$ cat src/rtl/slave_rx_fifo.sv
// Receive-side byte FIFO: accepts bytes from master over valid/ready and presents them first-word-fall-through downstream.
// Optional running checksum of accepted bytes is built when SLAVE_RX_CHECKSUM_EN is defined.
module slave_rx_fifo #(
    parameter int DATA_W = 8,
    parameter int DEPTH  = 4
) (
    input  logic                     clk,
    input  logic                     rst,
    input  logic                     valid,
    input  logic [DATA_W-1:0]        data_in,
    output logic                     ready,
    input  logic                     flush,
    output logic                     out_valid,
    output logic [DATA_W-1:0]        out_data,
    input  logic                     out_ready,
    output logic [$clog2(DEPTH):0]   count,
    output logic [15:0]              checksum
);

    // Handshake: a byte moves on a port in any cycle where its valid and ready are both high at the rising edge.
    localparam int CNT_W = $clog2(DEPTH) + 1;
    localparam int PTR_W = $clog2(DEPTH);
    localparam logic [CNT_W-1:0] FULL_CNT = CNT_W'(DEPTH);

    logic [DATA_W-1:0] r_mem [DEPTH];
    logic [PTR_W-1:0]  r_wr_ptr;
    logic [PTR_W-1:0]  r_rd_ptr;
    logic [CNT_W-1:0]  r_count;
    logic              w_push;
    logic              w_pop;

    assign ready     = (r_count != FULL_CNT);
    assign out_valid = (r_count != '0);
    assign out_data  = out_valid ? r_mem[r_rd_ptr] : '0;
    assign count     = r_count;

    // Flush suppresses both transfers so nothing presented in that cycle survives.
    assign w_push = valid & ready & ~flush;
    assign w_pop  = out_valid & out_ready & ~flush;

    always_ff @(posedge clk) begin
        if (w_push) begin
            r_mem[r_wr_ptr] <= data_in;
        end
    end

    always_ff @(posedge clk or negedge rst) begin
        if (!rst) begin
            r_wr_ptr <= '0;
            r_rd_ptr <= '0;
            r_count  <= '0;
        end else if (flush) begin
            r_wr_ptr <= '0;
            r_rd_ptr <= '0;
            r_count  <= '0;
        end else begin
            if (w_push) begin
                r_wr_ptr <= r_wr_ptr + 1'b1;
            end
            if (w_pop) begin
                r_rd_ptr <= r_rd_ptr + 1'b1;
            end
            if (w_push && !w_pop) begin
                r_count <= r_count + 1'b1;
            end else if (w_pop && !w_push) begin
                r_count <= r_count - 1'b1;
            end
        end
    end

`ifdef SLAVE_RX_CHECKSUM_EN
    logic [15:0] r_checksum;

    always_ff @(posedge clk or negedge rst) begin
        if (!rst) begin
            r_checksum <= '0;
        end else if (flush) begin
            r_checksum <= '0;
        end else if (w_push) begin
            r_checksum <= r_checksum + {8'd0, data_in[7:0]};
        end
    end

    assign checksum = r_checksum;
`else
    assign checksum = 16'd0;
`endif

endmodule

$ cat config.mk
export PLATFORM = sky130hd
export DESIGN_NAME = slave_rx_fifo
export DESIGN_NICKNAME = d
export VERILOG_FILES = /design/src/rtl/slave_rx_fifo.sv
export SDC_FILE = /design/constraint.sdc
export NUM_CORES = 1
export LEC_CHECK = 0
export CAP_MARGIN = 0
export CORE_MARGIN = 3
export CORE_UTILIZATION = 25
export CTS_BUF_LIST = sky130_fd_sc_hd__clkbuf_8
export DETAILED_ROUTE_END_ITERATION = 8
export GPL_TIMING_DRIVEN = 0
export SETUP_SLACK_MARGIN = 0.4
export SYNTH_ARGS = -nofsm -noshare
export SYNTH_HDL_FRONTEND = slang
export SYNTH_SLANG_ARGS = --single-unit
$ cat constraint.sdc
create_clock -name clk -period 2.8 [get_ports clk]
set_clock_uncertainty 0.1 [all_clocks]
set_input_delay 0.56 -clock clk [delete_from_list [all_inputs] [get_ports clk]]
set_output_delay 0.56 -clock clk [all_outputs]
set_load 0.01 [all_outputs]
Yosys cells after proc, flatten, opt, wreduce, memory -nomap -nowiden
Memory sizes are Yosys's and may differ from the RTL's.
Cells that the tools add are included.
{"block": "totals", "register_bits": 7, "ramBits": 32, "inputBits": 13, "out_inout_bits": 29, "word_cells": 32, "n_memories": 1}
{"memory": "r_mem", "words": 4, "word_bits": 8, "rd": 1, "rd_ports_with_merged_regs": 0, "write_ports": 1, "line": "25", "rtl": "logic [DATA_W-1:0] r_mem [DEPTH];"}
{"block": "classes", "add_sub_neg": 4, "n_eq_ne": 1, "muxes": 10, "n_bitwise": 5, "reduce_logical": 8}
{"cell": "2-to-1 mux 3 bit", "count": 3}
{"cell": "2-to-1 mux 2 bit", "count": 4}
{"cell": "2-to-1 mux 8 bit", "count": 1}
{"cell": "nonzero test 3 bit", "count": 2}
{"cell": "adder 2 x 1 -> 2 bit (second input constant)", "count": 2}
{"cell": "bitwise AND 1 bit", "count": 4}
{"cell": "nonzero test 2 bit", "count": 2}
{"cell": "adder 3 x 1 -> 3 bit (second input constant)", "count": 1}
{"cell": "inequality test 3 bit (second input constant)", "count": 1}
{"cell": "subtractor 3 x 1 -> 3 bit (second input constant)", "count": 1}
{"cell": "logical AND 1 bit", "count": 2}
{"cell": "zero test 1 bit", "count": 2}
{"cell": "2-to-1 mux 1 bit", "count": 2}
{"cell": "inverter 1 bit", "count": 1}

Depth between registers and ports, before layout
Gate-level depths: netlist of the first run.
{"block": "logic_depth", "word_depth": 8, "depth_mapped": 8, "ltp_nobuf": 7}

Worst setup path before layout of the first run
No wires, ideal clock.
{"block": "synth_path", "path_kind": "flip-flop to flip-flop", "start": "register r_count[0], in the netlist count[0]", "end": "register r_count[2], in the netlist count[2]", "setup_time_ns": 0.139, "arrival_ns": 2.032, "setup_slack_ns": 0.530, "path_stages_with_launch": 9, "period_less_slack_ns": 2.270, "path_cell_list": "dfrtp_1 buf_4 nor3b_1 nor3_1 and2_1 fa_1 and3b_1 a311oi_1 a211oi_1"}
{"block": "synth_via", "elab_chain_len": 7, "word_cells_on_any_way": 16, "classes_between": "2 x add/sub; 1 x eq/ne; 3 x mux; 4 x bitwise; 6 x reduce/logical"}
{"element": "from (decl)", "line": "28", "rtl": "logic [CNT_W-1:0] r_count;"}
{"element": "from (signal assigned)", "line": "64", "rtl": "r_count <= r_count + 1'b1;"}
{"element": "from (signal assigned)", "line": "66", "rtl": "r_count <= r_count - 1'b1;"}
{"element": "parallel branches: the longest is 7 deep, another holds subtractor 3 x 1 -> 3 bit"}
Parallel ways; which one is timed is not known. The select of a mux whose other input is x is not followed.
A chain may end at the register's enable or synchronous reset.

Final worst setup path of the first run
{"block": "layout_path", "start": "register r_rd_ptr[0]", "end": "output port out_data[1]"}
{"block": "layout_via", "elab_chain_len": 2}
{"element": "from (decl)", "line": "27", "rtl": "logic [PTR_W-1:0] r_rd_ptr;"}
{"element": "from (signal assigned)", "line": "61", "rtl": "r_rd_ptr <= r_rd_ptr + 1'b1;"}
{"element": "memory (4 x 8 bit)"}
{"element": "2-to-1 mux 8 bit", "line": "34", "rtl": "assign out_data = out_valid ? r_mem[r_rd_ptr] : '0;"}
{"element": "to (decl)", "line": "14", "rtl": "output logic [DATA_W-1:0] out_data,"}
No other way between the ends.

==> results of run 1 <==
## worst paths after layout
| kind | from | end | slack, ns |
|---|---|---|---|
| max | r_rd_ptr[0] | out_data[1] | 0.39 |
| min | rst | count[1] | 0.44 |
| max reg2reg | count[0] | count[2] | 0.56 |
| min reg2reg | count[2] | count[2] | 0.51 |
| max in group asynchronous | rst | count[2] | 1.89 |
| min in group clk | valid | r_wr_ptr[1] | 0.51 |
## state kept, by name, indices dropped and copies added, names as in the netlist
signal / count
r_rd_ptr: 2
r_wr_ptr: 2
r_mem: 32
count: 3
## metrics by stage
stage          area, um2  hold slack [ns]  util, %  std cells
4_1_cts             2440            0.440     33.5        282
3_5_place_dp        2290            0.503     31.4        267
6_report            2480            0.439     34.0        284
2_1_floorplan       1950            0.164        -        146
3_3_place_gp        2290            0.490     31.4        267
5_1_grt             2480            0.445     34.0        284
## cells in the mapped netlist
master / instances / share of area (%)
a211o_1: 1 / 0.46
a211oi_1: 1 / 0.40
a21o_1: 1 / 0.40
a21oi_1: 2 / 0.53
a311oi_1: 1 / 0.46
a31o_2: 1 / 0.46
and2_1: 5 / 1.7
and2b_1: 3 / 1.2
and3b_1: 1 / 0.46
buf_1: 1 / 0.20
buf_2: 3 / 0.79
buf_4: 17 / 6.8
buf_6: 1 / 0.60
clkbuf_1: 1 / 0.20
conb_1: 1 / 0.20
dfrtp_1: 7 / 9.3
edfxtp_1: 32 / 51
fa_1: 1 / 1.1
ha_1: 4 / 2.6
inv_1: 9 / 1.8
mux2_4: 1 / 0.79
mux2i_1: 1 / 0.53
mux4_2: 8 / 9.5
nand3_1: 2 / 0.53
nor2_1: 7 / 1.4
nor2b_1: 5 / 1.7
nor3_1: 2 / 0.53
nor3b_1: 1 / 0.40
o211a_1: 1 / 0.53
o211ai_1: 1 / 0.40
o21a_1: 1 / 0.40
o21ai_0: 3 / 0.79
o311ai_0: 1 / 0.46
o31ai_1: 2 / 0.79
xor2_1: 2 / 0.93
## cell families after synthesis
family	Yosys count	synth area share, %
AO/OA/AOI/OAI	16	6.09
XOR/XNOR	2	0.927
other	1	0.198
buffers and inverters	32	10.3
adder cells (fa/ha/maj)	5	3.71
multiplexers	10	10.9
AND/OR/NAND/NOR	26	7.81
flip-flops	39	60.1
## timing repair
item	in CTS	in global routing
gates resized for setup	30	13
pin swaps	1	1
setup endpoints to repair	11	7
buffers inserted	7	2
## metal layers
layer,track usage (%),vias to the layer above,part of all wire (%)
met5,0,-,0
met4,4.40,0,2.1
met3,3.57,9,4.0
met2,13.9,29,52
met1,9.42,509,41
li1,-,547,-
## cell type report
| cell class | count | area [um2] |
|---|---|---|
| Clock buffer | 5 | 68.8 |
| Inverter | 9 | 33.8 |
| Clock inverter | 3 | 16.3 |
| Multi-Input combinational cell | 75 | 657 |
| Sequential cell | 39 | 1140 |
| Timing Repair Buffer | 31 | 270 |
| Fill cell | 749 | 4810 |
| Tap cell | 99 | 124 |
| Buffer | 23 | 173 |
## power by group through the flow
stage | Sequential [W] | Combinational (W) | Clock (W)
CTS | 0.000725 | 0.000907 | 0.000364
floorplan | 0.000732 | 0.000494 | 0
global route | 0.000733 | 0.00103 | 0.000398
finish | 0.000727 | 0.000941 | 0.000352
global placement | 0.000727 | 0.000823 | 0
detailed placement | 0.000729 | 0.000826 | 0
==> key figures, run 1 <==
Status
  – Outcome: finished clean

Route
  – Post-DR wirelength/cell: 12.0 um
  – DRC errors left: 0
  – First-pass DRT Iterations: 4
  – Vias: between 1000 and 1500
  – Post-DRT Antenna Nets: 0
  – Avg Vias per Cell: 3.85
  – WL final: between 3000 and 4000 um
  – DRT iter0 DRCs: ~110

Critical path
  – Worst path max stage delay: ~0.47 ns
  – Worst EP required: 2.14 ns
  – WP buf/inv: 3
  – Setup crit end kind: output port
  – Slowest CP cell: mux4_2
  – Worst path cell trace: buf_8 -> buf_6 -> mux4_2 -> nor2b_1 -> dlygate4sd2_1
  – Family with the most delay on the worst path: buffers and inverters
  – Worst path arrival time: 1.75 ns
  – R2r worst-path depth: 8
  – Startpoint types: register
  – CP Depth: 5
  – Critical path peak fanout: 3
  – Critical Setup Path Class: register to output port

Finish
  – Area Growth Syn to Fin: 31.2%
  – Commonest non-fill, non-tap cell in the layout: edfxtp_1
  – Final nets: 202
  – Ant diodes: 0
  – Most frequent cells in the layout: edfxtp_1, buf_4, conb_1, clkdlybuf4s50_1, inv_1
  – Ratio of cells with drive above 1 in the final layout: 33.5%

Power
  – Sequential share of power: 36.0%
  – PD cells: between 800 and 900 nW/um2
  – Clock Power Share: 17.4%
  – Power, Total: ~0.002 W
  – Net switching power: about 0.00065 W
  – Peak supply drop: 251 uV
  – Net Sw Frac: 32.2%
  – Leakage: 1.00 nW
  – Internal power: 0.00137 W
  – Comb pwr share: 46.6%

Clocking
  – CTS max path bufs: 2
  – CTS root buffer: clkbuf_8
  – Clock slew at reported path FFs: ~0.07 ns
  – TritonCTS buffer count: 5
  – CTS tree: done
  – CTS hold repair buffers: 0
  – CTS H-Tree Depth: 2
  – Sink Count: 39
  – Worst-skew pair later-pin latency: between 0.2 and 0.3 ns

Job
  – Max-cap check violation count: 0

STA
  – Final TNS setup: 0 ns
  – Final Hold Fails: 0
  – Max Freq: 0.415 GHz
  – Final Worst Setup Slack: 0.389 ns
  – Final Critical Period: 2.41 ns
  – RSZ-0062 raised after global routing: true
  – Setup violators final: 0
  – Final period util: 86.1%
  – Final Max Slew Viols: 0

Global routing
  – Initial antenna violation count: 0
  – Global Route Usage Sum: 8.49%
  – Largest net degree at the start of global routing: 13
  – GR Overflow Total: 0
  – First-pass GRT wire length: 5380 um
  – Number of global-route vias before repair: 1096

Die
  – Rows: 31
  – Starting density of the core: 25.9%
  – Core footprint: 7290 um2
  – Die W: 93.0 um
  – Die Y-Extent: 93.0 um
  – DIE AREA: between 8000 and 9000 um2
  – Io pins: 42

Placed design
  – IO buf count: 22
  – Post-place setup slack: -0.119 ns
  – Half-perimeter wire length after placement: 2320 um
  – GPL Wtd Cong: roughly 0.72

Synthesis
  – Post-Synthesis Cell Area: 1890 um2
  – Avg Inst Size Synth: 14.4 um2
  – Synth Instances: 131
  – Post-synthesis sequential area ratio: roughly 60%
  – Synth unique cells: 35
  – Post-synthesis sequential element count: 39
  – Yosys warnings: 0

Worst hold path
  – Hold Path Class: input port to asynchronous set/reset pin
No activity file was read; power rests on OpenSTA's default activity.
==> run 2: changes to the inputs <==
CORE_MARGIN = not set   (was 3)
CTS_CLUSTER_SIZE = 12   (was not set)
==> run 2 against run 1 <==
Effect of this change:
- clock power is 3% lower
- register-to-register slack got worse by 0.08 ns
- routed wire length fell by 7.7%
- critical path depth rose by 1
- maximum frequency grew 1.5%
- worst hold slack better by 0.014 ns
- worst setup slack better by 0.035 ns
- clock-buffer cell count unchanged
- power fell by 1.0%
- sequential power is essentially flat
- die area down 8.4%
==> key figures, run 2 (synthesis results as in run 1) <==
Global routing
  – First-pass GRT wire length: 4750 um (-12%)
  – M1 GR Usage: 9.54% (+0.12 points)
  – Global Route Usage Sum: 8.40% (-0.092 points)
  – Largest net degree at the start of global routing: 12 (-1)
  – Met2 Resource Use GR: 15.0% (+1.1 points)
  – Number of global-route vias before repair: 970 (-11%)
  – Gr busiest metal: met2
  – Met3 Track Usage GR: 2.86% (-0.71 points)
  – GR Overflow Total: 0 (unchanged)
  – Initial antenna violation count: 0 (unchanged)

STA
  – Max Freq: 0.421 GHz (+1.5%)
  – Final Critical Period: 2.38 ns (-0.0351 ns)
  – Final Hold Fails: 0 (unchanged)
  – Final Max Slew Viols: 0 (unchanged)
  – Final TNS setup: 0 ns (unchanged)
  – RSZ-0062 raised after global routing: true
  – Final Worst Setup Slack: 0.424 ns (+0.0351 ns)
  – Final period util: 84.8% (-1.3 points)
  – Setup violators final: 0 (unchanged)

Power
  – Comb pwr share: 46.6% (about the same)
  – Clock Power Share: 17.1% (-0.3 points)
  – Sequential share of power: 36.3% (+0.3 points)
  – Internal power: 0.00137 W (about the same)
  – PD cells: 810 nW/um2 (-0.52%)
  – Peak supply drop: 260 uV (+3.4%)
  – Net switching power: 0.000631 W (-3.0%)
  – Net Sw Frac: 31.6% (-0.65 points)
  – Leakage: 1.00 nW (+0.42%)

Job
  – Max-cap check violation count: 0 (unchanged)

Critical path
  – Family with the most delay on the worst path: buffers and inverters
  – Worst EP required: 2.14 ns (about the same)
  – Worst r2r src: count[0]
  – R2r worst-path depth: 8 (unchanged)
  – Worst path arrival time: 1.72 ns (-0.03 ns)
  – CP Depth: 6 (+1)
  – CP Capture Point: out_data[4]
  – Slowest CP cell: mux4_2
  – Crit path from: r_rd_ptr[0]
  – R2R Path End: count[2]
  – Critical Setup Path Class: register to output port
  – Critical path peak fanout: 4 (+1)
  – Startpoint types: register
  – Worst path cell trace: buf_4 -> buf_8 -> buf_6 -> mux4_2 -> and2b_1 -> buf_2
  – Worst path max stage delay: 0.40 ns (-0.07 ns)
  – WP buf/inv: 4 (+1)
  – Reg2reg setup slack: 0.48 ns (-0.08 ns)
  – Setup crit end kind: output port

Placed design
  – GPL Wtd Cong: 0.760 (+5.5%)
  – Half-perimeter wire length after placement: 2230 um (-4.0%)
  – Post-place setup slack: -0.132 ns (-0.0131 ns)
  – IO buf count: 22 (unchanged)

Status
  – Outcome: finished clean

Clocking
  – CTS tree: done
  – Sink Count: 39 (unchanged)
  – CTS root buffer: clkbuf_8
  – Worst-skew pair later-pin latency: 0.28 ns (about the same)
  – Clock slew at reported path FFs: 0.07 ns (about the same)
  – CTS hold repair buffers: 0 (unchanged)
  – TritonCTS buffer count: 5 (unchanged)
  – CTS max path bufs: 2 (unchanged)
  – CTS H-Tree Depth: 2 (unchanged)

Route
  – Post-DR wirelength/cell: 11.2 um (-6.7%)
  – Avg Vias per Cell: 3.89 (+1.1%)
  – Post-DRT Antenna Nets: 0 (unchanged)
  – WL final: 3140 um (-7.7%)
  – DRC errors left: 0 (unchanged)
  – First-pass DRT Iterations: 4 (unchanged)
  – Vias: 1094 (unchanged)
  – DRT iter0 DRCs: 64 (-40%)

Die
  – DIE AREA: 7910 um2 (-8.4%)
  – Starting density of the core: 25.9% (unchanged)
  – Die W: 89.0 um (-4.3%)
  – Rows: 31 (unchanged)
  – Io pins: 42 (unchanged)
  – Core footprint: 7290 um2 (unchanged)
  – Die Y-Extent: 89.0 um (-4.3%)

Finish
  – Fill count: 734 (-2.0%)
  – Biggest register: r_mem
  – Ant diodes: 0 (unchanged)
  – Most frequent cells in the layout: edfxtp_1, buf_4, conb_1, clkdlybuf4s50_1, inv_1
  – Ratio of cells with drive above 1 in the final layout: 32.4% (-1.1 points)
  – Largest register FFs: 32 (unchanged)
  – Commonest non-fill, non-tap cell in the layout: edfxtp_1
  – Area Growth Syn to Fin: 30.5%
  – Final nets: 199 (-1.5%)

Worst hold path
  – Hold Path Class: input port to asynchronous set/reset pin
## run 2: cell count changes in the layout (fill, tap and decap cells not counted), sizes merged
cell and delta:
dlymetal6s2s +1, clkinvlp -1, buf -2, inv +1, dlygate4sd2 -2
## run 2: worst min path at each step
| stage | from | endpoint | slack, ns |
|---|---|---|---|
| global placement | r_wr_ptr[0] | r_wr_ptr[0] | 0.49 |
| floorplan | rst | count[0] | 0.16 |
| detailed placement | r_wr_ptr[1] | r_wr_ptr[1] | 0.50 |
| finish | rst | count[0] | 0.45 |
| CTS | rst | count[1] | 0.45 |
| global route | rst | count[1] | 0.47 |
## run 2: power by group through the flow
stage	logic (W)	registers (W)	clock network [W]
after CTS	0.000931	0.000724	0.000354
after global routing	0.00101	0.000734	0.000372
after global placement	0.000819	0.000728	0
after detailed placement	0.000823	0.000731	0
after floorplan	0.000494	0.000732	0
final	0.000931	0.000726	0.000342
## run 2: layout make-up
| type | instances | area (um2) | area share, % |
|---|---|---|---|
| Multi-Input combinational cell | 75 | 654 | 26.5 |
| Clock buffer | 5 | 68.8 | 2.79 |
| Tap cell | 99 | 124 | 5.02 |
| Inverter | 9 | 33.8 | 1.37 |
| Sequential cell | 39 | 1140 | 46.1 |
| Buffer | 23 | 173 | 7.00 |
| Clock inverter | 3 | 12.5 | 0.507 |
| Timing Repair Buffer | 28 | 264 | 10.7 |
## run 2: repair_timing
action,CTS,global route
pin swaps,1,1
endpoints found under the setup margin,11,9
gates resized for setup,34,12
cloned,1,0
buffers inserted,5,0
## run 2: through the flow
| stage | hold slack [ns] | utilization, % | instances | cell area [um2] | total power [W] |
|---|---|---|---|---|---|
| final | 0.453 | 33.8 | 281 | 2470 | 0.00200 |
| after global routing | 0.470 | 33.8 | 281 | 2470 | 0.00212 |
| after CTS | 0.445 | 33.6 | 281 | 2450 | 0.00201 |
| after detailed placement | 0.498 | 31.4 | 267 | 2290 | 0.00155 |
| after global placement | 0.491 | 31.4 | 267 | 2290 | 0.00155 |
| after floorplan | 0.164 | - | 146 | 1950 | 0.00123 |
## run 2: layer usage
metal / up-vias / wire length, um
li1: 538 / -
met1: 518 / 1360
met2: 34 / 1570
met3: 4 / 177
met4: 0 / 36
met5: - / 0
==> run 3: changes to the inputs <==
clock period = 2.05 ns   (was 2.8 ns; I/O delays follow)
==> run 3 against run 2 <==
Effect of this change:
- the run now ends with negative setup slack left
- register-to-register slack worse by 0.50 ns
- first-iteration DRC count down 25%
- sequential cell count unchanged
- core utilization grew 3.9 points
- combinational power rose by 100%
- worst hold slack got worse by 0.17 ns
- clock-buffer cell count unchanged
- sequential share of layout area shrank 4.8 points
- routed wire length increased by 17%
- die area is the same
- largest cell class unchanged
- largest power group unchanged
==> key figures, run 3 (synthesis results as in run 1) <==
Status
  – Outcome: finished with violations
  – Failing checks: negative setup slack

Finish
  – Cell area after layout: 2760 um2 (+12%)
  – Ant diodes: 0 (unchanged)
  – Commonest non-fill, non-tap cell in the layout: buf_4
  – Ratio of cells with drive above 1 in the final layout: 48.3% (+16 points)
  – Most frequent cells in the layout: buf_4, edfxtp_1, conb_1, buf_6, clkdlybuf4s50_1
  – Sequential Area: 1140 um2 (unchanged)
  – Biggest register: r_mem
  – Final nets: 221 (+11%)
  – Largest register FFs: 32 (unchanged)
  – Area Growth Syn to Fin: 45.7%
  – Fill count: 701 (-4.5%)
  – Area of the multi-input gates: 719 um2 (+9.9%)
  – Final cell count without fillers: 302 (+7.5%)

Route
  – Post-DR wirelength/cell: 12.2 um (+9.0%)
  – Post-DRT Antenna Nets: 0 (unchanged)
  – Vias: 1193 (+9.0%)
  – DRT iter0 DRCs: 48 (-25%)
  – WL final: 3680 um (+17%)
  – First-pass DRT Iterations: 4 (unchanged)
  – DRC errors left: 0 (unchanged)
  – Avg Vias per Cell: 3.95 (+1.5%)

STA
  – Setup violators final: 9 (+9)
  – Max Freq: 0.462 GHz
  – Final period util: 106%
  – Final Hold Fails: 0 (unchanged)
  – Final Worst Setup Slack: -0.114 ns (-0.539 ns)
  – Final Max Slew Viols: 0 (unchanged)
  – RSZ-0062 raised after global routing: true
  – Final Critical Period: 2.16 ns

Global routing
  – First-pass GRT wire length: 5290 um (+11%)
  – Global Route Usage Sum: 9.52% (+1.1 points)
  – Largest net degree at the start of global routing: 13 (+1)
  – Initial antenna violation count: 0 (unchanged)
  – Number of global-route vias before repair: 1059 (+9.2%)
  – GR Overflow Total: 0 (unchanged)

Worst hold path
  – Hold Path Class: input port to asynchronous set/reset pin

Die
  – DIE AREA: 7910 um2 (unchanged)
  – Io pins: 42 (unchanged)
  – Rows: 31 (unchanged)
  – Starting density of the core: 25.9% (unchanged)
  – Die W: 89.0 um (unchanged)
  – Core footprint: 7290 um2 (unchanged)
  – Die Y-Extent: 89.0 um (unchanged)

Placed design
  – IO buf count: 22 (unchanged)
  – Half-perimeter wire length after placement: 2250 um (+0.83%)
  – GPL Wtd Cong: 0.745 (-1.9%)
  – Number of instances in the placed design: 267 (unchanged)
  – Dpl cell area: 2320 um2 (+1.3%)

Power
  – Peak supply drop: 416 uV (+60%)
  – Internal power: 0.00228 W (+66%)
  – Net switching power: 0.00107 W (+70%)
  – Net Sw Frac: 32.0% (+0.40 points)
  – Sequential share of power: 29.2% (-7.1 points)
  – Comb pwr share: 56.2% (+9.6 points)
  – Leakage: 1.16 nW (+15%)
  – Clock Power Share: 14.6% (-2.5 points)
  – PD cells: 1210 nW/um2 (+50%)

Critical path
  – Critical path peak fanout: 6 (+2)
  – Setup crit end kind: output port
  – Critical Setup Path Class: register to output port
  – Startpoint types: register
  – Worst path arrival time: 1.65 ns (-0.07 ns)
  – Worst EP required: 1.54 ns (-0.60 ns)

Clocking
  – Clock slew at reported path FFs: 0.07 ns (about the same)
  – CTS H-Tree Depth: 2 (unchanged)
  – CTS root buffer: clkbuf_8
  – TritonCTS buffer count: 5 (unchanged)
  – Sink Count: 39 (unchanged)
  – CTS tree: done
  – CTS max path bufs: 2 (unchanged)
  – Worst-skew pair later-pin latency: 0.29 ns (about the same)

Job
  – Max-cap check violation count: 0 (unchanged)
run 3: through the flow:
stage | total power, W | hold WS, ns | util [%] | setup TNS [ns] | setup slack, ns
after global placement | 0.00216 | 0.484 | 31.8 | -5.99 | -0.712
final | 0.00335 | 0.286 | 37.8 | -0.753 | -0.114
after floorplan | 0.00171 | 0.0144 | - | -0.0186 | -0.0186
after CTS | 0.00320 | 0.292 | 36.7 | -0.785 | -0.120
after detailed placement | 0.00216 | 0.492 | 31.8 | -5.38 | -0.646
after global routing | 0.00353 | 0.294 | 37.8 | -1.36 | -0.184
run 3: power by group through the flow:
stage	Combinational (W)	Clock (W)	Sequential [W]
finish	0.00188	0.000488	0.000978
global route	0.00201	0.000532	0.000987
CTS	0.00172	0.000499	0.000978
detailed placement	0.00116	0	0.000999
global placement	0.00116	0	0.000997
floorplan	0.000711	0	0.00100
run 3: layout make-up:
cell class,count,share of cell area [%]
Buffer,23,6.54
Clock buffer,5,2.50
Clock inverter,2,0.500
Inverter,9,1.32
Multi-Input combinational cell,75,26.1
Sequential cell,39,41.3
Tap cell,99,4.50
Timing Repair Buffer,50,17.3
run 3: worst paths after layout:
kind / startpoint / end / slack, ns / cells after the start
setup / recovery: r_rd_ptr[0] / out_data[2] / -0.11 / 5
hold / removal: rst / count[1] / 0.29 / 1
setup reg to reg: count[0] / count[2] / -0.02 / 8
hold reg to reg: r_wr_ptr[0] / r_wr_ptr[0] / 0.51 / 2
max in group asynchronous: rst / count[2] / 1.29 / 1
min in group clk: valid / r_wr_ptr[0] / 0.34 / 3
run 3: per-layer routing:
metal,vias up,share of wire [%],GRT usage [%]
li1,582,-,-
met1,573,40,10.3
met2,31,54,17.1
met3,7,5.1,3.32
met4,0,1.3,3.90
met5,-,0,0
run 3: repair_timing:
action,CTS,global route
resized for setup,78,11
setup buffers,22,6
endpoints found under the setup margin,47,46
hold buffers,0,0
pin swaps,7,7
run 3: worst max-delay path, cell delays in order, from the launching register on:
cell and delay [ns]:
dfrtp_1 0.37, buf_8 0.11, buf_12 0.12, mux4_2 0.48
and2b_1 0.16, buf_2 0.13
